**config.mk**
```make
export PLATFORM = sky130hd
export DESIGN_NAME = vga_text_writer
export DESIGN_NICKNAME = d
export VERILOG_FILES = /design/src/rtl/vga_console_pkg.sv /design/src/rtl/vga_text_writer.sv
export SDC_FILE = /design/constraint.sdc
export NUM_CORES = 1
export LEC_CHECK = 0
export CAP_MARGIN = 20
export CORE_AREA = 2 2 67 69
export DETAILED_ROUTE_END_ITERATION = 10
export DIE_AREA = 0 0 69 71
export GPL_ROUTABILITY_DRIVEN = 0
export PLACE_DENSITY_LB_ADDON = 0.15
export SLEW_MARGIN = 20
export SYNTH_ARGS = -nofsm -noshare
export SYNTH_HDL_FRONTEND = slang
export SYNTH_SLANG_ARGS = --single-unit
export TNS_END_PERCENT = 1
```
**constraint.sdc**
```tcl
create_clock -name clk -period 3.6 [get_ports clk]
set_input_delay 0.72 -clock clk [delete_from_list [all_inputs] [get_ports clk]]
set_output_delay 0.72 -clock clk [all_outputs]
set_load 0.02 [all_outputs]
```
**src/rtl/vga_console_pkg.sv**
```systemverilog
// Shared console geometry, control codes and writer state encoding.
// SCROLL/CLEAR_ROW states exist only when VGA_TEXT_WRITER_SCROLL_EN is defined.
package vga_console_pkg;

    localparam int NUM_ROWS_DEF = 3;
    localparam int NUM_COLS_DEF = 10;

    localparam logic [7:0] CH_BS    = 8'h08;
    localparam logic [7:0] CH_LF    = 8'h0A;
    localparam logic [7:0] CH_FF    = 8'h0C;
    localparam logic [7:0] CH_CR    = 8'h0D;
    localparam logic [6:0] CH_SPACE = 7'h20;

`ifdef VGA_TEXT_WRITER_SCROLL_EN
    typedef enum logic [1:0] {
        ST_IDLE,
        ST_CLEAR_ALL,
        ST_SCROLL,
        ST_CLEAR_ROW
    } state_e;
`else
    typedef enum logic [0:0] {
        ST_IDLE,
        ST_CLEAR_ALL
    } state_e;
`endif

    function automatic logic is_printable(input logic [7:0] b);
        return (b >= 8'h20) && (b <= 8'h7E);
    endfunction

    function automatic logic [5:0] cell_index(input logic [1:0] row, input logic [3:0] col,
                                              input int ncols);
        return 6'((int'(row) * ncols) + int'(col));
    endfunction

endpackage

```
**src/rtl/vga_text_writer.sv**
```systemverilog
// Character-stream console writer: cursor tracking, control codes, clear and scroll sequencing.
// Optional scroll-on-last-row behaviour is enabled by defining VGA_TEXT_WRITER_SCROLL_EN.
//   state        | meaning
//   ST_IDLE      | accepting bytes, printable/BS writes issued next cycle
//   ST_CLEAR_ALL | writing spaces to every cell, then cursor (0,0)
//   ST_SCROLL    | copying cell k+NUM_COLS to cell k
//   ST_CLEAR_ROW | blanking the last row, then cursor (NUM_ROWS-1,0)
module vga_text_writer
    import vga_console_pkg::*;
#(
    parameter int NUM_ROWS = NUM_ROWS_DEF,
    parameter int NUM_COLS = NUM_COLS_DEF
) (
    input  logic       clk,
    input  logic       rst,
    input  logic [7:0] in_data,
    input  logic       in_valid,
    output logic       in_ready,
    output logic [5:0] rd_addr,
    input  logic [6:0] rd_data,
    output logic       wr_en,
    output logic [5:0] wr_addr,
    output logic [6:0] wr_data,
    output logic [1:0] cur_row,
    output logic [3:0] cur_col,
    output logic       busy
);

    localparam logic [5:0] LAST_CELL = 6'(NUM_ROWS * NUM_COLS - 1);
    localparam logic [1:0] LAST_ROW  = 2'(NUM_ROWS - 1);
    localparam logic [3:0] LAST_COL  = 4'(NUM_COLS - 1);
`ifdef VGA_TEXT_WRITER_SCROLL_EN
    localparam logic [5:0] LAST_COPY  = 6'((NUM_ROWS - 1) * NUM_COLS - 1);
    localparam logic [5:0] ROW_BASE   = 6'((NUM_ROWS - 1) * NUM_COLS);
    localparam logic [5:0] COL_STRIDE = 6'(NUM_COLS);
    localparam logic [5:0] ROW_END    = 6'(NUM_COLS - 1);
`endif

    state_e     state_q, state_d;
    logic [1:0] row_q, row_d;
    logic [3:0] col_q, col_d;
    logic [5:0] cnt_q, cnt_d;
    logic       wr_en_q, wr_en_d;
    logic [5:0] wr_addr_q, wr_addr_d;
    logic [6:0] wr_data_q, wr_data_d;

    logic       accept;
    logic       advance;
    logic [5:0] here_idx;
    logic [5:0] back_idx;

    assign in_ready = (state_q == ST_IDLE) && !rst;
    assign accept   = in_valid && in_ready;
    assign busy     = (state_q != ST_IDLE);
    assign here_idx = cell_index(row_q, col_q, NUM_COLS);
    assign back_idx = cell_index(row_q, col_q - 4'd1, NUM_COLS);

`ifdef VGA_TEXT_WRITER_SCROLL_EN
    // Read runs one row ahead of the write, so a copy never reads a cell already overwritten.
    assign rd_addr = (state_q == ST_SCROLL) ? (cnt_q + COL_STRIDE) : 6'd0;
`else
    logic unused_rd;
    assign unused_rd = ^rd_data;
    assign rd_addr   = 6'd0;
`endif

    assign wr_en   = wr_en_q;
    assign wr_addr = wr_addr_q;
    assign wr_data = wr_data_q;
    assign cur_row = row_q;
    assign cur_col = col_q;

    always_comb begin
        state_d   = state_q;
        row_d     = row_q;
        col_d     = col_q;
        cnt_d     = cnt_q;
        wr_en_d   = 1'b0;
        wr_addr_d = wr_addr_q;
        wr_data_d = wr_data_q;
        advance   = 1'b0;

        case (state_q)
            ST_IDLE: begin
                if (accept) begin
                    if (is_printable(in_data)) begin
                        wr_en_d   = 1'b1;
                        wr_addr_d = here_idx;
                        wr_data_d = in_data[6:0];
                        if (col_q == LAST_COL) begin
                            col_d   = 4'd0;
                            advance = 1'b1;
                        end else begin
                            col_d = col_q + 4'd1;
                        end
                    end else if (in_data == CH_LF) begin
                        col_d   = 4'd0;
                        advance = 1'b1;
                    end else if (in_data == CH_CR) begin
                        col_d = 4'd0;
                    end else if (in_data == CH_BS) begin
                        if (col_q != 4'd0) begin
                            col_d     = col_q - 4'd1;
                            wr_en_d   = 1'b1;
                            wr_addr_d = back_idx;
                            wr_data_d = CH_SPACE;
                        end
                    end else if (in_data == CH_FF) begin
                        state_d = ST_CLEAR_ALL;
                        cnt_d   = 6'd0;
                    end
                end
                if (advance) begin
                    if (row_q != LAST_ROW) begin
                        row_d = row_q + 2'd1;
                    end else begin
`ifdef VGA_TEXT_WRITER_SCROLL_EN
                        state_d = ST_SCROLL;
                        cnt_d   = 6'd0;
`else
                        row_d = 2'd0;
                        col_d = 4'd0;
`endif
                    end
                end
            end

            ST_CLEAR_ALL: begin
                wr_en_d   = 1'b1;
                wr_addr_d = cnt_q;
                wr_data_d = CH_SPACE;
                if (cnt_q == LAST_CELL) begin
                    state_d = ST_IDLE;
                    row_d   = 2'd0;
                    col_d   = 4'd0;
                    cnt_d   = 6'd0;
                end else begin
                    cnt_d = cnt_q + 6'd1;
                end
            end

`ifdef VGA_TEXT_WRITER_SCROLL_EN
            ST_SCROLL: begin
                wr_en_d   = 1'b1;
                wr_addr_d = cnt_q;
                wr_data_d = rd_data;
                if (cnt_q == LAST_COPY) begin
                    state_d = ST_CLEAR_ROW;
                    cnt_d   = 6'd0;
                end else begin
                    cnt_d = cnt_q + 6'd1;
                end
            end

            ST_CLEAR_ROW: begin
                wr_en_d   = 1'b1;
                wr_addr_d = ROW_BASE + cnt_q;
                wr_data_d = CH_SPACE;
                if (cnt_q == ROW_END) begin
                    state_d = ST_IDLE;
                    row_d   = LAST_ROW;
                    col_d   = 4'd0;
                    cnt_d   = 6'd0;
                end else begin
                    cnt_d = cnt_q + 6'd1;
                end
            end
`endif

            default: begin
                state_d = ST_CLEAR_ALL;
                cnt_d   = 6'd0;
            end
        endcase
    end

    always_ff @(posedge clk) begin
        if (rst) begin
            state_q   <= ST_CLEAR_ALL;
            row_q     <= 2'd0;
            col_q     <= 4'd0;
            cnt_q     <= 6'd0;
            wr_en_q   <= 1'b0;
            wr_addr_q <= 6'd0;
            wr_data_q <= 7'd0;
        end else begin
            state_q   <= state_d;
            row_q     <= row_d;
            col_q     <= col_d;
            cnt_q     <= cnt_d;
            wr_en_q   <= wr_en_d;
            wr_addr_q <= wr_addr_d;
            wr_data_q <= wr_data_d;
        end
    end

endmodule

```
==> key figures <==
Run status
  • Status: finished, final reports clean

Timing
  • Slew Viols, Final: 0
  • Final hold vios: 0
  • Slack of the critical path: 815.5 ps
  • Slew headroom: 0.4320
  • Min cycle time layout: 2785 ps
  • RSZ-0062 raised after global routing: no
  • Final Cycle Share: 0.7735
  • Setup Skew: 5.180 ps
  • Slew @ Worst Pin: 843.1 ps
  • Max Clock Freq: 0.3591 GHz
  • Finish-stage setup viols: 0
  • Fin Setup TNS: 0 ps

Finish
  • Antenna Cells: 0
  • Synth-to-Final Area Change: 20.80%
  • Final core occ: 0.5238
  • Post-route design area: 0.002202 mm2
  • Final Non-Filler Cells: 300
  • FILL cells: 414
  • # nets final: 280
  • Layout cells sized above 1: 0.07661

Route
  • Vias post-DR: 1,729
  • DRT Pass-1 Iters: 4
  • Routed len/inst: 15.15 um
  • Routed WL: 4544 um
  • Via density: 5.763
  • Routed Antenna Nets: 0
  • DRC violations left: 0
  • 1st-iter DRT viols: 108

Pwr
  • Pleak: 0.7836 nW
  • Worst VDD drop: 0.1693 mV
  • Power Density: 251.7 mW/mm2

CTS
  • H-Tree Level Count: 1
  • CTS Sinks: 27
  • CTS tree: yes
  • Clk root buf: clkbuf_8
  • Post-CTS Setup Bufs: 0
  • Clk_lat worst skew: 270 ps
  • Post_cts resized: 0
  • CTS Buf Count: 3
  • Bufs on Longest Clock Path: 2
  • Post-CTS Hold Fix Bufs: 0
  • Clk slew on worst S/H paths: 90 ps

Global routing
  • Aggregate global routing overflow: 0
  • First-pass GRT wire length: 7831 um
  • Gr usage total: 0.1939
  • Largest net degree at the start of global routing: 25
  • Initial antenna violation count: 0
  • Vias in the first global route: 1,639

Yosys
  • Synthesized area: 0.001823 mm2
  • Sequential cell area fraction in the yosys report: 0.2965
  • Seq cells post-synth: 27
  • Synth unique cells: 59
  • Yosys warns: 0
  • Post-synth ARST share: 0
  • Syn Area/Cell: 8.286 um2
  • Post-synth EDFFs: 0
  • Post-Syn Instances: 220
  • Top FF cell, synth: dfxtp_1

Worst setup path
  • Crit-path cells: clkdlybuf4s50_1 > nor4b_1 > and4b_1 > or2_2 > o21ai_0 > o221a_2
  • Crit path max-delay family: simple AND/OR/NAND/NOR gates
  • Startpoint Class: primary input
  • CP max stage cell: nor4b_1
  • CP endpoint kind: flip-flop
  • Worst Path Buf+Inv: 1
  • Critical Path Max Stage Delay: 680 ps
  • Setup CP Type: primary input to flip-flop
  • Data arrival, critical path: 2950 ps
  • CP Max Fanout: 7
  • WP data required: 3770 ps

Die
  • # rows: 24
  • Initial Util: 0.4336
  • Die H: 71 um
  • I/O pin cnt: 46
  • Die area: 0.004899 mm2
  • Area of the core: 0.004204 mm2
  • Die Width: 69 um

Min path
  • Worst min path class: flip-flop to flip-flop

Place
  • Placed insts: 296
  • Post-DP HPWL: 3389 um
  • Setup slack at placement: 580.2 ps
  • DP Area: 0.002157 mm2
  • Port-buffer cells: 32

Run
  • Max cap viols: 0
-- synthesized netlist by cell type, drive strengths merged, types with 3 or more instances --
library cell   n  share of area
nor2          23          0.047
dfxtp         27           0.30
a211oi         6          0.027
inv           12          0.025
clkbuf         6          0.012
o31ai          3          0.012
a31oi          3          0.010
nand3          8          0.022
buf            9          0.034
a22oi          6          0.025
o21ai         12          0.035
nor4           3          0.010
nor3           7          0.025
o32ai          3          0.014
xor2           4          0.019
ha            11          0.075
a21oi         19          0.052
or3b           3          0.014
nand2          8          0.016
-- tightest hold or removal path, delay by kind of cell (launching register included) --
| kind | cells | cell delay (ps) |
|---|---|---|
| DFF | 1 | 320 |
| and+or+nand+nor | 1 | 50 |
| AOI/OAI and AO/OA | 1 | 50 |
-- routing by layer --
metal,GRT usage,routed length (um)
met5,0,0
met3,0.02991,310
met4,0.06318,74
met2,0.3045,2009
met1,0.2737,2149
-- cell usage in the layout, fill, tap and decap left out, drive strengths merged, types with 3 or more instances in the layout --
| master | instances |
|---|---|
| nor3 | 7 |
| a31oi | 3 |
| nand2 | 8 |
| o21ai | 12 |
| nand3 | 8 |
| o32ai | 3 |
| inv | 12 |
| ha | 11 |
| nor2 | 23 |
| clkbuf | 4 |
| xor2 | 4 |
| o31ai | 3 |
| or3b | 3 |
| conb | 6 |
| a21oi | 19 |
| a22oi | 6 |
| dfxtp | 27 |
| a211oi | 6 |
| nor4 | 3 |
| clkdlybuf4s50 | 32 |
-- kinds of logic (layout without fill, tap and decap cells) --
family / Yosys count / after routing / synth area share
DFF: 27 / 27 / 0.2965
xor gates and xnor gates: 6 / 6 / 0.02883
other: 1 / 6 / 0.002057
adders and majority gates: 13 / 13 / 0.09746
buffers and inverters: 27 / 50 / 0.07138
and+or+nand+nor: 76 / 76 / 0.2423
AOI/OAI and AO/OA: 70 / 70 / 0.2615
-- worst paths after layout --
path | from | to | slack, ps | depth (start not counted)
setup / recovery | in_data[4] | wr_addr[5] | 820 | 6
hold / removal | wr_addr[2] | wr_addr[2] | 470 | 2
setup reg to reg | cur_col[0] | wr_addr[5] | 1180 | 8
hold reg to reg | wr_addr[2] | wr_addr[2] | 470 | 2
-- where the power goes --
| part | switching [mW] | leakage, nW | internal (mW) | total (mW) |
|---|---|---|---|---|
| Sequential | 0.00603 | 0.219 | 0.304 | 0.310 |
| Clock | 0.0962 | 0.0228 | 0.0793 | 0.176 |
| Combinational | 0.0391 | 0.542 | 0.0291 | 0.0683 |
-- area by class of cell --
type,instances,area (um2),share of cell area
Multi-Input combinational cell,171,1171,0.5318
Sequential cell,27,540.5,0.2455
Timing Repair Buffer,34,335.3,0.1523
Tap cell,52,65.06,0.02955
Clock buffer,4,45.04,0.02045
Inverter,12,45.04,0.02045
-- stage by stage --
step	power (mW)	hold WS, ps
after floorplan	0.3594	436.7
after CTS	0.5570	467.0
after detailed placement	0.3852	454.8
after global placement	0.3849	444.7
final	0.5543	465.7
after global routing	0.5800	495.7
-- registers in the layout, indices dropped and copies added, names as in the netlist --
signal and cells:
cur_row 2, wr_data 7, wr_en 1, busy 1, cnt_q 6, wr_addr 6
cur_col 4
No activity file was read; power rests on OpenSTA's default activity.
